===== src/rtl/fb_pkg.sv =====
// Shared framebuffer geometry, command opcodes and draw FSM states.
// Row bases are built by shift-add from the width constant, so no multiplier is inferred.
package fb_pkg;
    localparam int FB_W       = 214;
    localparam int FB_H       = 160;
    localparam int FB_WORDS   = FB_W * FB_H;
    localparam int FB_A_WIDTH = 16;
    localparam int FB_D_WIDTH = 3;

    localparam logic [7:0]            FB_X_MAX    = 8'(FB_W - 1);
    localparam logic [7:0]            FB_Y_MAX    = 8'(FB_H - 1);
    localparam logic [FB_A_WIDTH-1:0] FB_ROW_STEP = FB_A_WIDTH'(FB_W);

    typedef enum logic [1:0] {PLOT = 2'b00, FILL = 2'b01, CLEAR = 2'b10, RSVD = 2'b11} fb_op_t;
    typedef enum logic [1:0] {ST_IDLE, ST_WRITE, ST_DONE} fb_state_t;

    function automatic logic [FB_A_WIDTH-1:0] row_base(input logic [7:0] y);
        logic [FB_A_WIDTH-1:0] acc;
        acc = '0;
        for (int i = 0; i < FB_A_WIDTH; i++) begin
            if (FB_ROW_STEP[i]) acc = acc + (FB_A_WIDTH'(y) << i);
        end
        return acc;
    endfunction
endpackage


===== src/rtl/fb_addr_gen.sv =====
// Row-major x/y walker over an already-clipped rectangle; addr is registered, valid the cycle after load.
// Advances only on step; no backpressure of its own, last flags the final pixel of the rectangle.
module fb_addr_gen
    import fb_pkg::*;
(
    input  logic                  clk,
    input  logic                  rst_n,
    input  logic                  load,
    input  logic                  step,
    input  logic [7:0]            x0,
    input  logic [7:0]            y0,
    input  logic [7:0]            x1,
    input  logic [7:0]            y1,
    output logic [FB_A_WIDTH-1:0] addr,
    output logic                  last
);
    logic [7:0]            r_x, r_y, r_x0, r_x1, r_y1;
    logic [FB_A_WIDTH-1:0] r_base, r_addr;
    logic                  w_row_end;

    assign w_row_end = (r_x == r_x1);
    assign last      = w_row_end && (r_y == r_y1);
    assign addr      = r_addr;

    always_ff @(posedge clk) begin
        if (!rst_n) begin
            r_x    <= '0;
            r_y    <= '0;
            r_x0   <= '0;
            r_x1   <= '0;
            r_y1   <= '0;
            r_base <= '0;
            r_addr <= '0;
        end else if (load) begin
            r_x    <= x0;
            r_y    <= y0;
            r_x0   <= x0;
            r_x1   <= x1;
            r_y1   <= y1;
            r_base <= row_base(y0);
            r_addr <= row_base(y0) + FB_A_WIDTH'(x0);
        end else if (step) begin
            if (w_row_end) begin
                // Wrap to the next row: base accumulates one row width, x restarts at x0.
                r_x    <= r_x0;
                r_y    <= r_y + 8'd1;
                r_base <= r_base + FB_ROW_STEP;
                r_addr <= r_base + FB_ROW_STEP + FB_A_WIDTH'(r_x0);
            end else begin
                r_x    <= r_x + 8'd1;
                r_addr <= r_addr + 16'd1;
            end
        end
    end
endmodule


===== src/rtl/fb_draw_ctrl.sv =====
// Turns PLOT/FILL/CLEAR commands into one framebuffer port-B write per cycle, first write the cycle after accept.
// cmd_ready only in IDLE/DONE; commands offered while busy are dropped, not queued.
module fb_draw_ctrl
    import fb_pkg::*;
(
    input  logic                  clk,
    input  logic                  rst_n,
    input  logic                  cmd_valid,
    output logic                  cmd_ready,
    input  logic [1:0]            cmd_op,
    input  logic [7:0]            cmd_x0,
    input  logic [7:0]            cmd_y0,
    input  logic [7:0]            cmd_x1,
    input  logic [7:0]            cmd_y1,
    input  logic [FB_D_WIDTH-1:0] cmd_color,
    output logic                  busy,
    output logic                  done,
    output logic [FB_A_WIDTH-1:0] fb_addr,
    output logic                  fb_write_en,
    output logic [FB_D_WIDTH-1:0] fb_write_data
);
    fb_state_t             r_state;
    logic                  r_ready, r_busy, r_done, r_we;
    logic [FB_D_WIDTH-1:0] r_data;

    fb_op_t     w_op;
    logic [7:0] w_cx1, w_cy1, w_lx0, w_ly0, w_lx1, w_ly1;
    logic       w_nonempty, w_accept, w_load, w_step, w_last;

    assign w_op  = fb_op_t'(cmd_op);
    assign w_cx1 = (cmd_x1 > FB_X_MAX) ? FB_X_MAX : cmd_x1;
    assign w_cy1 = (cmd_y1 > FB_Y_MAX) ? FB_Y_MAX : cmd_y1;

    always_comb begin
        w_nonempty = 1'b0;
        w_lx0      = cmd_x0;
        w_ly0      = cmd_y0;
        w_lx1      = cmd_x0;
        w_ly1      = cmd_y0;
        case (w_op)
            PLOT: w_nonempty = (cmd_x0 <= FB_X_MAX) && (cmd_y0 <= FB_Y_MAX);
            FILL: begin
                w_nonempty = (cmd_x0 <= w_cx1) && (cmd_y0 <= w_cy1) &&
                             (cmd_x0 <= FB_X_MAX) && (cmd_y0 <= FB_Y_MAX);
                w_lx1 = w_cx1;
                w_ly1 = w_cy1;
            end
            CLEAR: begin
                w_nonempty = 1'b1;
                w_lx0      = 8'd0;
                w_ly0      = 8'd0;
                w_lx1      = FB_X_MAX;
                w_ly1      = FB_Y_MAX;
            end
            default: w_nonempty = 1'b0;
        endcase
    end

    assign w_accept = cmd_valid && r_ready;
    // Generator is loaded only for non-empty commands so fb_addr never leaves the framebuffer.
    assign w_load   = w_accept && w_nonempty;
    assign w_step   = (r_state == ST_WRITE) && !w_last;

    fb_addr_gen u_addr_gen (
        .clk   (clk),
        .rst_n (rst_n),
        .load  (w_load),
        .step  (w_step),
        .x0    (w_lx0),
        .y0    (w_ly0),
        .x1    (w_lx1),
        .y1    (w_ly1),
        .addr  (fb_addr),
        .last  (w_last)
    );

    always_ff @(posedge clk) begin
        if (!rst_n) begin
            r_state <= ST_IDLE;
            r_ready <= 1'b1;
            r_busy  <= 1'b0;
            r_done  <= 1'b0;
            r_we    <= 1'b0;
            r_data  <= '0;
        end else begin
            case (r_state)
                ST_IDLE, ST_DONE: begin
                    if (w_accept) begin
                        r_data <= cmd_color;
                        if (w_nonempty) begin
                            r_state <= ST_WRITE;
                            r_ready <= 1'b0;
                            r_busy  <= 1'b1;
                            r_we    <= 1'b1;
                            r_done  <= 1'b0;
                        end else begin
                            r_state <= ST_DONE;
                            r_ready <= 1'b1;
                            r_busy  <= 1'b0;
                            r_we    <= 1'b0;
                            r_done  <= 1'b1;
                        end
                    end else begin
                        r_state <= ST_IDLE;
                        r_ready <= 1'b1;
                        r_done  <= 1'b0;
                    end
                end
                ST_WRITE: begin
                    if (w_last) begin
                        r_state <= ST_DONE;
                        r_ready <= 1'b1;
                        r_busy  <= 1'b0;
                        r_we    <= 1'b0;
                        r_done  <= 1'b1;
                    end
                end
                default: begin
                    r_state <= ST_IDLE;
                    r_ready <= 1'b1;
                    r_busy  <= 1'b0;
                    r_we    <= 1'b0;
                    r_done  <= 1'b0;
                end
            endcase
        end
    end

    assign cmd_ready     = r_ready;
    assign busy          = r_busy;
    assign done          = r_done;
    assign fb_write_en   = r_we;
    assign fb_write_data = r_data;
endmodule


===== config.mk =====
export PLATFORM = sky130hd
export DESIGN_NAME = fb_draw_ctrl
export DESIGN_NICKNAME = d
export VERILOG_FILES = /design/src/rtl/fb_pkg.sv /design/src/rtl/fb_addr_gen.sv /design/src/rtl/fb_draw_ctrl.sv
export SDC_FILE = /design/constraint.sdc
export NUM_CORES = 1
export LEC_CHECK = 0
export CAP_MARGIN = 10
export CORE_MARGIN = 3
export CORE_UTILIZATION = 40
export DETAILED_ROUTE_END_ITERATION = 10
export HOLD_SLACK_MARGIN = 0.03
export PLACE_DENSITY = 0.66
export SLEW_MARGIN = 20
export SYNTH_ARGS = -nofsm -noshare
export SYNTH_HDL_FRONTEND = slang
export SYNTH_SLANG_ARGS = --single-unit

===== constraint.sdc =====
create_clock -name clk -period 26.2 [get_ports clk]
set_clock_uncertainty 0.15 [all_clocks]
set_input_delay 6.55 -clock clk [delete_from_list [all_inputs] [get_ports clk]]
set_output_delay 6.55 -clock clk [all_outputs]
set_load 0.05 [all_outputs]

==> metrics.csv, run 1 <==
stage,metric,value,unit
outcome,status,finished clean,
logic_synthesis,Yosys warnings,0,
drt,vias,7681,
setup_path,Worst Setup SP,cmd_op[1],
finish,post-route cell area,8925,sq um
drt,ANT nets after route,0,
setup_path,reg2reg start,u_addr_gen.r_base[1],
setup_path,"Largest delay share family, worst path",compound AO/OA/AOI/OAI gates,
logic_synthesis,top_reg_cell synth,dfxtp_1,
sta,Worst-Margin Slew,0.9214,ns
drt,DRC Markers,0,
floorplan,core area,19020,sq um
setup_path,CP required,26.29,ns
global_route,vias in the first global route,7140,
cts,CTS tree,yes,
sta,Slew HR,38.58,%
finish,layout cells sized above 1,5.759,%
pwr,Max VDD drop,0.03242,mV
logic_synthesis,Synth cell types,89,
cts,Post-CTS Setup Inserts,0,
logic_synthesis,number of synthesized register bits,78,
cts,Num CTS Buffers,9,
setup_path,CP Max Fanout,36,
floorplan,Die W,146.3,um
cts,CTS Buffer Depth,2,
logic_synthesis,"Seq/Total Area, Yosys",19.83,%
setup_path,CP Launch Type,input pin,
pwr,sw frac,44.40,%
place,Area after DPL,8620,sq um
pwr,Combinational Power Share,54.3,%
finish,Seq. cell area,1562,sq um
cts,"CTS clk-pin slew, worst paths",0.06,ns
logic_synthesis,main combinational cell family by area after synthesis,compound AO/OA/AOI/OAI gates,
pwr,internal power,338.5,uW
setup_path,Critical Path Sink Type,register,
cts,Max H-tree Level,3,
global_route,initial antenna violation count,0,
logic_synthesis,Post-synth EDFFs,0,
finish,final-stage net count,1189,
floorplan,row cnt,50,
setup_path,Crit Path Category,input pin to register,
logic_synthesis,Mapped Nets,1172,
sta,Fin Hold WS,0.3199,ns
sta,RSZ-0062 raised after global routing,false,
sta,post-route minimum period,14.33,ns
place,gpl congestion,0.8909,
sta,# setup viols final,0,
finish,fillers,1959,
cts,CTS root buf,clkbuf_16,
global_route,global-route wire length before repair,35550,um
global_route,pin count of the biggest net entering global routing,81,
setup_path,Critical-path top delay cell,o41ai_4,
cts,# hold bufs at CTS,0,
hold_path,Worst Hold Class,register to register,
logic_synthesis,Adder-Cell Fraction of Synth Area,9.755,%
logic_synthesis,post-synthesis mux area share,1.684,%
finish,Layout Area Growth over Synthesis,13.33,%
cts,CTS resizes,0,
logic_synthesis,Simple-Gate Fraction of Synth Area,23.85,%
drt,final wirelength,21140,um
cts,clock latency on the worst-skew pair,0.34,ns
pwr,Reg power frac,24.1,%
logic_synthesis,Cells after Synth,1072,
floorplan,die height,146.3,um
sta,fin crit share,54.69,%
floorplan,Initial Utilization,41.41,%
logic_synthesis,Mapped Avg Cell Area,7.346,sq um
sta,Max Slew Vio Count,0,
setup_path,CP dominant cell by count,ha_1,
finish,Antenna Cells,0,
drt,drt first pass iters,5,
hold_path,hold path startpoint,u_addr_gen.r_x1[0],
logic_synthesis,XOR/XNOR Fraction of Synth Area,11.52,%
drt,WL/cell,15.61,um
logic_synthesis,synthesized area,7875,sq um
drt,Vias/cell,5.673,
job,total of max-cap violations,0,
setup_path,Worst Path Buf+Inv,3,
sta,Final Hold Viols,0,
finish,final core occ,46.93,%
sta,Fmax,0.06979,GHz
place,DP HPWL,15530,um
floorplan,die area,21410,sq um
pwr,static leakage,0.003354,uW
logic_synthesis,post-synthesis compound-gate area fraction,27.93,%
place,PortBufs,62,
setup_path,Worst Path Arrival,14.42,ns
global_route,global-route usage over all layers,19.48,%
global_route,total congestion overflow,0,
pwr,Clock power frac,21.7,%
sta,post-route setup TNS,0,ns
pwr,sw power,270.3,uW
floorplan,Top-Level Pins,63,
finish,Multi-input gate area,5902,sq um
setup_path,crit-path max cell delay,0.57,ns
pwr,power density over the cells,68.21,nW/um^2
logic_synthesis,fraction of registers with async set or reset after synthesis,0,%
drt,DRT iter0 DRCs,616,
cts,Sinks on Clock Net,78,
[stage by stage]
step | std cells | power, uW | worst slack, ns
CTS | 1354 | 609.6 | 11.94
global route | 1354 | 652.9 | 11.22
floorplan | 1072 | 401.6 | 12.75
finish | 1354 | 608.7 | 11.87
detailed placement | 1338 | 475.9 | 11.59
global placement | 1338 | 471.7 | 11.80
[cell usage after synthesis, types with 20 or more instances]
master / instances / area [sq um]
xnor2_1: 61 / 534.3
o21ai_0: 57 / 285.3
dfxtp_1: 78 / 1562
nand2_1: 120 / 450.4
nor2_1: 118 / 442.9
a21oi_1: 109 / 545.5
clkbuf_1: 49 / 183.9
nor2b_1: 20 / 125.1
a211oi_1: 41 / 307.8
xor2_1: 37 / 324.1
nand3_1: 32 / 160.2
ha_1: 59 / 738.2
inv_1: 36 / 135.1
[metal layers]
layer  vias up  global-route usage (%)  routed length, um
met4         0                   3.904                227
li1       3894                       -                  -
met5         -                       0                  0
met1      3565                   28.07              10410
met2       197                   31.12               9575
met3        25                   2.793                930
[worst paths after layout]
path / endpoint / slack [ns] / depth (start not counted)
worst max-delay path: u_addr_gen.addr[15] / 11.87 / 31
worst min-delay path: u_addr_gen.r_x1[0] / 0.32 / 2
worst max register to register: u_addr_gen.addr[11] / 22.27 / 16
worst min register to register: u_addr_gen.r_x1[0] / 0.32 / 2
[worst min-delay path: stages, from the launching register on]
cell	delay, ns
dfxtp_1	0.32
nand2_1	0.05
a21oi_1	0.05
[flip-flops by register name, summed over array words and instances (netlist names)]
name / flops
u_addr_gen.r_y1: 8
r_state: 2
fb_write_data: 3
u_addr_gen.r_x1: 8
u_addr_gen.r_x0: 8
fb_write_en: 1
u_addr_gen.r_x: 8
cmd_ready: 1
u_addr_gen.r_base: 15
u_addr_gen.r_y: 8
u_addr_gen.addr: 16
[area by class of cell]
cell class                      count  area share [%]
Inverter                           40           1.682
Multi-Input combinational cell    890           66.13
Sequential cell                    78           17.50
Clock inverter                      6          0.7430
Timing Repair Buffer               70           7.627
Tap cell                          260           3.645
Clock buffer                       10           2.678
[power by group through the flow]
stage	combinational (uW)	sequential, uW	clock (uW)
finish	330	147	132
CTS	328	146	135
global route	365	149	139
detailed placement	327	149	0
global placement	323	149	0
floorplan	241	161	0
[cells by family (layout without fill, tap and decap cells)]
group,count (synthesis),after routing
buffers and inverters,104,126
DFF,78,78
AOI/OAI and AO/OA,324,324
xor gates and xnor gates,101,101
and+or+nand+nor,391,391
muxes,13,13
adders and majority gates,61,61
[cells in the final DEF, fill, tap and decap left out, drive strengths merged, types with 7 or more instances in the layout]
| cell type | instances |
|---|---|
| a211oi | 44 |
| a21o | 9 |
| a21oi | 110 |
| a221oi | 7 |
| a311oi | 7 |
| and2 | 7 |
| buf | 8 |
| clkbuf | 10 |
| clkdlybuf4s50 | 62 |
| dfxtp | 78 |
| ha | 59 |
| inv | 42 |
| mux2i | 11 |
| nand2 | 120 |
| nand2b | 16 |
| nand3 | 32 |
| nand4 | 13 |
| nor2 | 119 |
| nor2b | 20 |
| nor3 | 19 |
| o21a | 9 |
| o21ai | 58 |
| o21bai | 9 |
| o31ai | 9 |
| xnor2 | 63 |
| xor2 | 38 |
(Power assumes the default switching activity.)
==> run 2: changes to the inputs <==
==> constraint.sdc (replaced) <==
create_clock -name clk -period 14.2 [get_ports clk]
set_clock_uncertainty 0.15 [all_clocks]
set_input_delay 3.55 -clock clk [delete_from_list [all_inputs] [get_ports clk]]
set_output_delay 3.55 -clock clk [all_outputs]
set_load 0.05 [all_outputs]
==> run 2 against run 1 <==
  * Via count shrank 0.82%
  * Critical path depth decreased by 1
  * Final area unchanged
  * Wire length is 0.56% lower
  * Critical path type unchanged
  * Total power up 84%
  * Critical endpoint unchanged
  * Utilization did not move
  * Largest cell class unchanged
==> metrics.csv, run 2 (same netlist as run 1, synthesis figures left out) <==
stage,metric,value,unit
setup_path,CP Max Fanout,18,
cts,CTS Buffer Depth,2,
finish,final core occ,46.93,%
setup_path,Worst Path Arrival,11.56,ns
finish,Layout Area Growth over Synthesis,13.33,%
global_route,pin count of the biggest net entering global routing,81,
global_route,total congestion overflow,0,
setup_path,depth of the worst register-to-register path,16,
cts,# hold bufs at CTS,0,
place,Placed Cells,1338,
pwr,static leakage,0.003354,uW
place,DP HPWL,15400,um
place,PortBufs,62,
floorplan,Initial Utilization,41.41,%
pwr,sw frac,44.24,%
finish,post-route cell area,8925,sq um
drt,final wirelength,21020,um
hold_path,Worst Hold Path EP,u_addr_gen.r_x1[0],
cts,Sinks on Clock Net,78,
sta,RSZ-0062 raised after global routing,false,
hold_path,Worst Hold Class,register to register,
cts,Post-CTS Setup Inserts,0,
sta,post-route setup TNS,0,ns
global_route,initial antenna violation count,0,
job,total of max-cap violations,0,
global_route,global-route wire length before repair,35290,um
cts,"CTS clk-pin slew, worst paths",0.06,ns
pwr,internal power,624.8,uW
sta,# setup viols final,0,
finish,"commonest non-fill, non-tap cell in the layout",nand2_1,
global_route,global-route usage over all layers,19.39,%
drt,DRT iter0 DRCs,427,
pwr,Max VDD drop,0.06078,mV
drt,drt first pass iters,7,
cts,CTS resizes,0,
cts,CTS tree,yes,
floorplan,row cnt,50,
place,gpl congestion,0.8851,
finish,final-stage net count,1189,
sta,post-route minimum period,11.48,ns
cts,Num CTS Buffers,9,
finish,max reg flops,16,
floorplan,die height,146.3,um
floorplan,die area,21410,sq um
pwr,Combinational Power Share,54.3,%
finish,most frequent cells in the layout,"120 x nand2_1, 118 x nor2_1, 108 x a21oi_1",
pwr,sw power,495.7,uW
floorplan,Top-Level Pins,63,
sta,Final Hold Viols,0,
drt,DRC Markers,0,
floorplan,Die W,146.3,um
setup_path,Critical-path top delay cell,ha_1,
finish,layout cells sized above 1,5.759,%
hold_path,WHS Path Cells,2,
setup_path,crit-path max cell delay,0.64,ns
sta,Fmax,0.08711,GHz
setup_path,Crit Path Category,input pin to register,
setup_path,CP dominant cell by count,ha_1,
pwr,Clock power frac,21.5,%
global_route,vias in the first global route,7101,
setup_path,r2r setup slk,10.29,ns
hold_path,hold path startpoint,u_addr_gen.r_x1[0],
setup_path,reg2reg start,u_addr_gen.r_base[1],
place,Area after DPL,8620,sq um
pwr,Reg power frac,24.1,%
sta,Slew HR,38.95,%
finish,fin cells,1354,
outcome,status,finished clean,
pwr,power density over the cells,125.5,nW/um^2
pwr,Tot Pwr,1121,uW
setup_path,Critical Path Sink Type,register,
sta,fin crit share,80.85,%
setup_path,FF-to-FF End,u_addr_gen.addr[11],
setup_path,CP required,14.28,ns
drt,WL/cell,15.53,um
floorplan,core area,19020,sq um
sta,Max Slew Vio Count,0,
sta,Worst-Margin Slew,0.9158,ns
drt,vias,7618,
cts,clock latency on the worst-skew pair,0.34,ns
drt,ANT nets after route,0,
setup_path,CP Launch Type,input pin,
cts,Max H-tree Level,3,
cts,CTS root buf,clkbuf_16,
drt,Vias/cell,5.626,
finish,Antenna Cells,0,
## run 2: cell counts in the layout (fill, tap and decap cells not counted)
Identical to the previous run, type by type.
## run 2: metrics by stage
| step | hold slack [ns] | setup WS, ns |
|---|---|---|
| 2_1_floorplan | 0.2981 | 3.752 |
| 3_5_place_dp | 0.3123 | 2.431 |
| 3_3_place_gp | 0.3088 | 2.631 |
| 4_1_cts | 0.3214 | 2.774 |
| 5_1_grt | 0.3538 | 2.047 |
| 6_report | 0.3200 | 2.720 |
## run 2: worst max-delay path, delay by kind of cell
kind | cells | cell delay, ns
muxes | 2 | 0.33
AOI/OAI and AO/OA | 12 | 3.17
and+or+nand+nor | 6 | 1.00
adders and majority gates | 6 | 2.48
buffers and inverters | 2 | 0.73
xor gates and xnor gates | 2 | 0.27
## run 2: per-layer routing
layer | vias to the layer above | wire, um | global-route usage [%]
li1 | 3891 | - | -
met1 | 3542 | 10290 | 27.68
met2 | 168 | 9550 | 31.51
met3 | 17 | 970 | 2.824
met4 | 0 | 213 | 3.387
met5 | - | 0 | 0
## run 2: worst max-delay path by stage
stage | endpoint | from | slack (ns)
floorplan | u_addr_gen.addr[15] | cmd_op[0] | 3.75
global placement | u_addr_gen.addr[15] | cmd_op[1] | 2.63
detailed placement | u_addr_gen.addr[15] | cmd_op[1] | 2.43
CTS | u_addr_gen.addr[15] | cmd_op[1] | 2.77
global route | u_addr_gen.addr[15] | cmd_op[1] | 2.05
finish | u_addr_gen.addr[15] | cmd_op[1] | 2.72
## run 2: layout make-up
| cell class | instances | area (sq um) |
|---|---|---|
| tap | 260 | 325.3 |
| timing repair buffer | 70 | 680.7 |
| clock buffer | 10 | 239.0 |
| multi-input combinational | 890 | 5902 |
| fill | 1957 | 10090 |
| sequential | 78 | 1562 |
| inverter | 40 | 150.1 |
| clock inverter | 6 | 66.31 |
## run 2: power groups by stage
stage	Clock, uW	Sequential [uW]	Combinational [uW]
after floorplan	0	297	444
after global placement	0	275	596
after detailed placement	0	275	601
after CTS	247	270	605
after global routing	253	274	675
final	241	271	609
==> run 3: changes to the inputs <==
--- a/config.mk
+++ b/config.mk
@@ -10,7 +10,7 @@
 export CORE_UTILIZATION = 40
 export DETAILED_ROUTE_END_ITERATION = 10
 export HOLD_SLACK_MARGIN = 0.03
-export PLACE_DENSITY = 0.66
+export PLACE_DENSITY = 0.69
 export SLEW_MARGIN = 20
 export SYNTH_ARGS = -nofsm -noshare
 export SYNTH_HDL_FRONTEND = slang
==> constraint.sdc (replaced) <==
create_clock -name clk -period 9.53 [get_ports clk]
set_clock_uncertainty 0.15 [all_clocks]
set_input_delay 2.3825 -clock clk [delete_from_list [all_inputs] [get_ports clk]]
set_output_delay 2.3825 -clock clk [all_outputs]
set_load 0.05 [all_outputs]
==> run 3 against run 2 <==
  * Via count is 0.17% higher
  * Worst setup slack lost 2.1 ns
  * Critical path depth did not move
  * Hold slack gained 0.0039 ns
  * Critical path type unchanged
  * Largest power group unchanged
==> metrics.csv, run 3 (same netlist as run 1, synthesis figures left out) <==
stage,metric,value,unit
outcome,status,finished clean,
floorplan,row cnt,50,
cts,# hold bufs at CTS,0,
place,DP HPWL,15690,um
hold_path,Worst Hold Path EP,u_addr_gen.r_y1[0],
floorplan,Die W,146.3,um
sta,Final Hold Viols,0,
finish,final-stage net count,1203,
global_route,total congestion overflow,0,
finish,"commonest non-fill, non-tap cell in the layout",nand2_1,
global_route,met1 GRT Util,28.07,%
global_route,global routing's busiest layer,met2,
sta,Fmax,0.1118,GHz
setup_path,CP Max Fanout,9,
global_route,global-route wire length before repair,35400,um
sta,post-route minimum period,8.943,ns
drt,DRC Markers,0,
pwr,Max VDD drop,0.07937,mV
setup_path,CP required,9.62,ns
setup_path,r2r setup slk,5.61,ns
place,gpl congestion,0.8778,
finish,layout cells sized above 1,7.040,%
finish,most frequent cells in the layout,"120 x nand2_1, 118 x nor2_1, 108 x a21oi_1",
setup_path,CP Launch Type,input pin,
cts,Post-CTS Setup Inserts,0,
setup_path,Crit Path Category,input pin to register,
floorplan,die area,21410,sq um
finish,Layout Area Growth over Synthesis,14.49,%
floorplan,Top-Level Pins,63,
drt,DRT iter0 DRCs,595,
sta,fin crit share,93.84,%
finish,fillers,1922,
hold_path,WHS Path Cells,2,
setup_path,reg2reg start,u_addr_gen.r_base[1],
floorplan,core area,19020,sq um
cts,CTS root buf,clkbuf_16,
finish,Antenna Cells,0,
setup_path,Worst Path Arrival,9.03,ns
hold_path,hold path startpoint,u_addr_gen.r_y1[0],
global_route,initial antenna violation count,0,
hold_path,Worst Hold Class,register to register,
sta,Worst-Margin Slew,0.8813,ns
global_route,pin count of the biggest net entering global routing,81,
floorplan,Initial Utilization,41.41,%
cts,Num CTS Buffers,9,
sta,RSZ-0062 raised after global routing,false,
place,PortBufs,62,
drt,ANT nets after route,0,
setup_path,FF-to-FF End,u_addr_gen.addr[11],
sta,post-route setup TNS,0,ns
drt,final wirelength,20930,um
cts,"CTS clk-pin slew, worst paths",0.06,ns
setup_path,depth of the worst register-to-register path,16,
drt,vias,7631,
setup_path,CP dominant cell by count,ha_1,
global_route,global routing met3 resource utilization,2.855,%
place,pre-CTS setup slack,0.2184,ns
global_route,global-route usage over all layers,19.45,%
global_route,met2 Usage GRT,31.23,%
drt,WL/cell,15.30,um
job,total of max-cap violations,0,
pwr,power density over the cells,183.7,nW/um^2
floorplan,die height,146.3,um
cts,CTS Buffer Depth,2,
setup_path,crit-path max cell delay,0.52,ns
sta,Max Slew Vio Count,0,
setup_path,Critical-path top delay cell,clkdlybuf4s50_1,
drt,drt first pass iters,5,
pwr,static leakage,0.003406,uW
cts,CTS tree,yes,
finish,max reg flops,16,
cts,Max H-tree Level,3,
cts,clock latency on the worst-skew pair,0.35,ns
setup_path,Critical Path Sink Type,register,
cts,CTS resizes,0,
global_route,vias in the first global route,6976,
drt,Vias/cell,5.578,
cts,Sinks on Clock Net,78,
sta,Final Worst Setup Slack,0.5874,ns
sta,Slew HR,41.25,%
sta,# setup viols final,0,
run 3: changes by cell type in the layout (fill, tap and decap cells not counted):
cell	previous run	this run
buf_4	8	22
clkinv_4	0	2
clkinvlp_4	0	2
inv_6	3	1
a221oi_1	7	6
a221oi_2	0	1
bufinv_16	1	0
clkinv_2	2	1
run 3: worst max-delay path, delay by kind of cell:
family,cells,cell delay (ns)
fa+ha+maj,6,1.75
compound gates,12,2.96
mux,2,0.34
simple gates,5,0.55
xor+xnor,2,0.32
buf+inv,3,0.74
run 3: cell type report:
| class | instances | area (sq um) | share of cell area (%) |
|---|---|---|---|
| clock inverters | 6 | 46.29 | 0.5135 |
| clock buffers | 10 | 239.0 | 2.651 |
| inverters | 40 | 150.1 | 1.665 |
| repair buffers | 84 | 785.8 | 8.715 |
| well taps | 260 | 325.3 | 3.608 |
| multi-input cells | 890 | 5908 | 65.53 |
| flip-flops and latches | 78 | 1562 | 17.32 |
run 3: power by group:
group	switching (uW)	internal (uW)	total, uW
Sequential	42.8	361	404
Combinational	555	366	921
Clock	146	185	331
run 3: stage by stage:
| stage | cells | power [uW] | instance area (sq um) | hold WS [ns] | util, % |
|---|---|---|---|---|---|
| after floorplan | 1072 | 1104 | 7875 | 0.2981 | - |
| final | 1368 | 1656 | 9016 | 0.3239 | 47.41 |
| after CTS | 1368 | 1653 | 9010 | 0.3223 | 47.38 |
| after global placement | 1352 | 1306 | 8725 | 0.3071 | 45.88 |
| after global routing | 1368 | 1780 | 9016 | 0.3607 | 47.41 |
| after detailed placement | 1352 | 1317 | 8725 | 0.3136 | 45.88 |
run 3: worst max path at each step:
stage,start,end,slack [ns]
after floorplan,cmd_op[0],u_addr_gen.addr[15],0.25
after global placement,cmd_op[1],u_addr_gen.addr[15],0.32
after detailed placement,cmd_op[1],u_addr_gen.addr[15],0.22
after CTS,cmd_op[1],u_addr_gen.addr[15],0.57
after global routing,cmd_op[0],u_addr_gen.addr[15],0.01
final,cmd_op[1],u_addr_gen.addr[15],0.59
run 3: layer usage:
layer	routed length (um)	up-vias	share of wire [%]
li1	-	3909	-
met1	10470	3540	50
met2	9599	173	46
met3	732	9	3.5
met4	123	0	0.59
met5	0	-	0
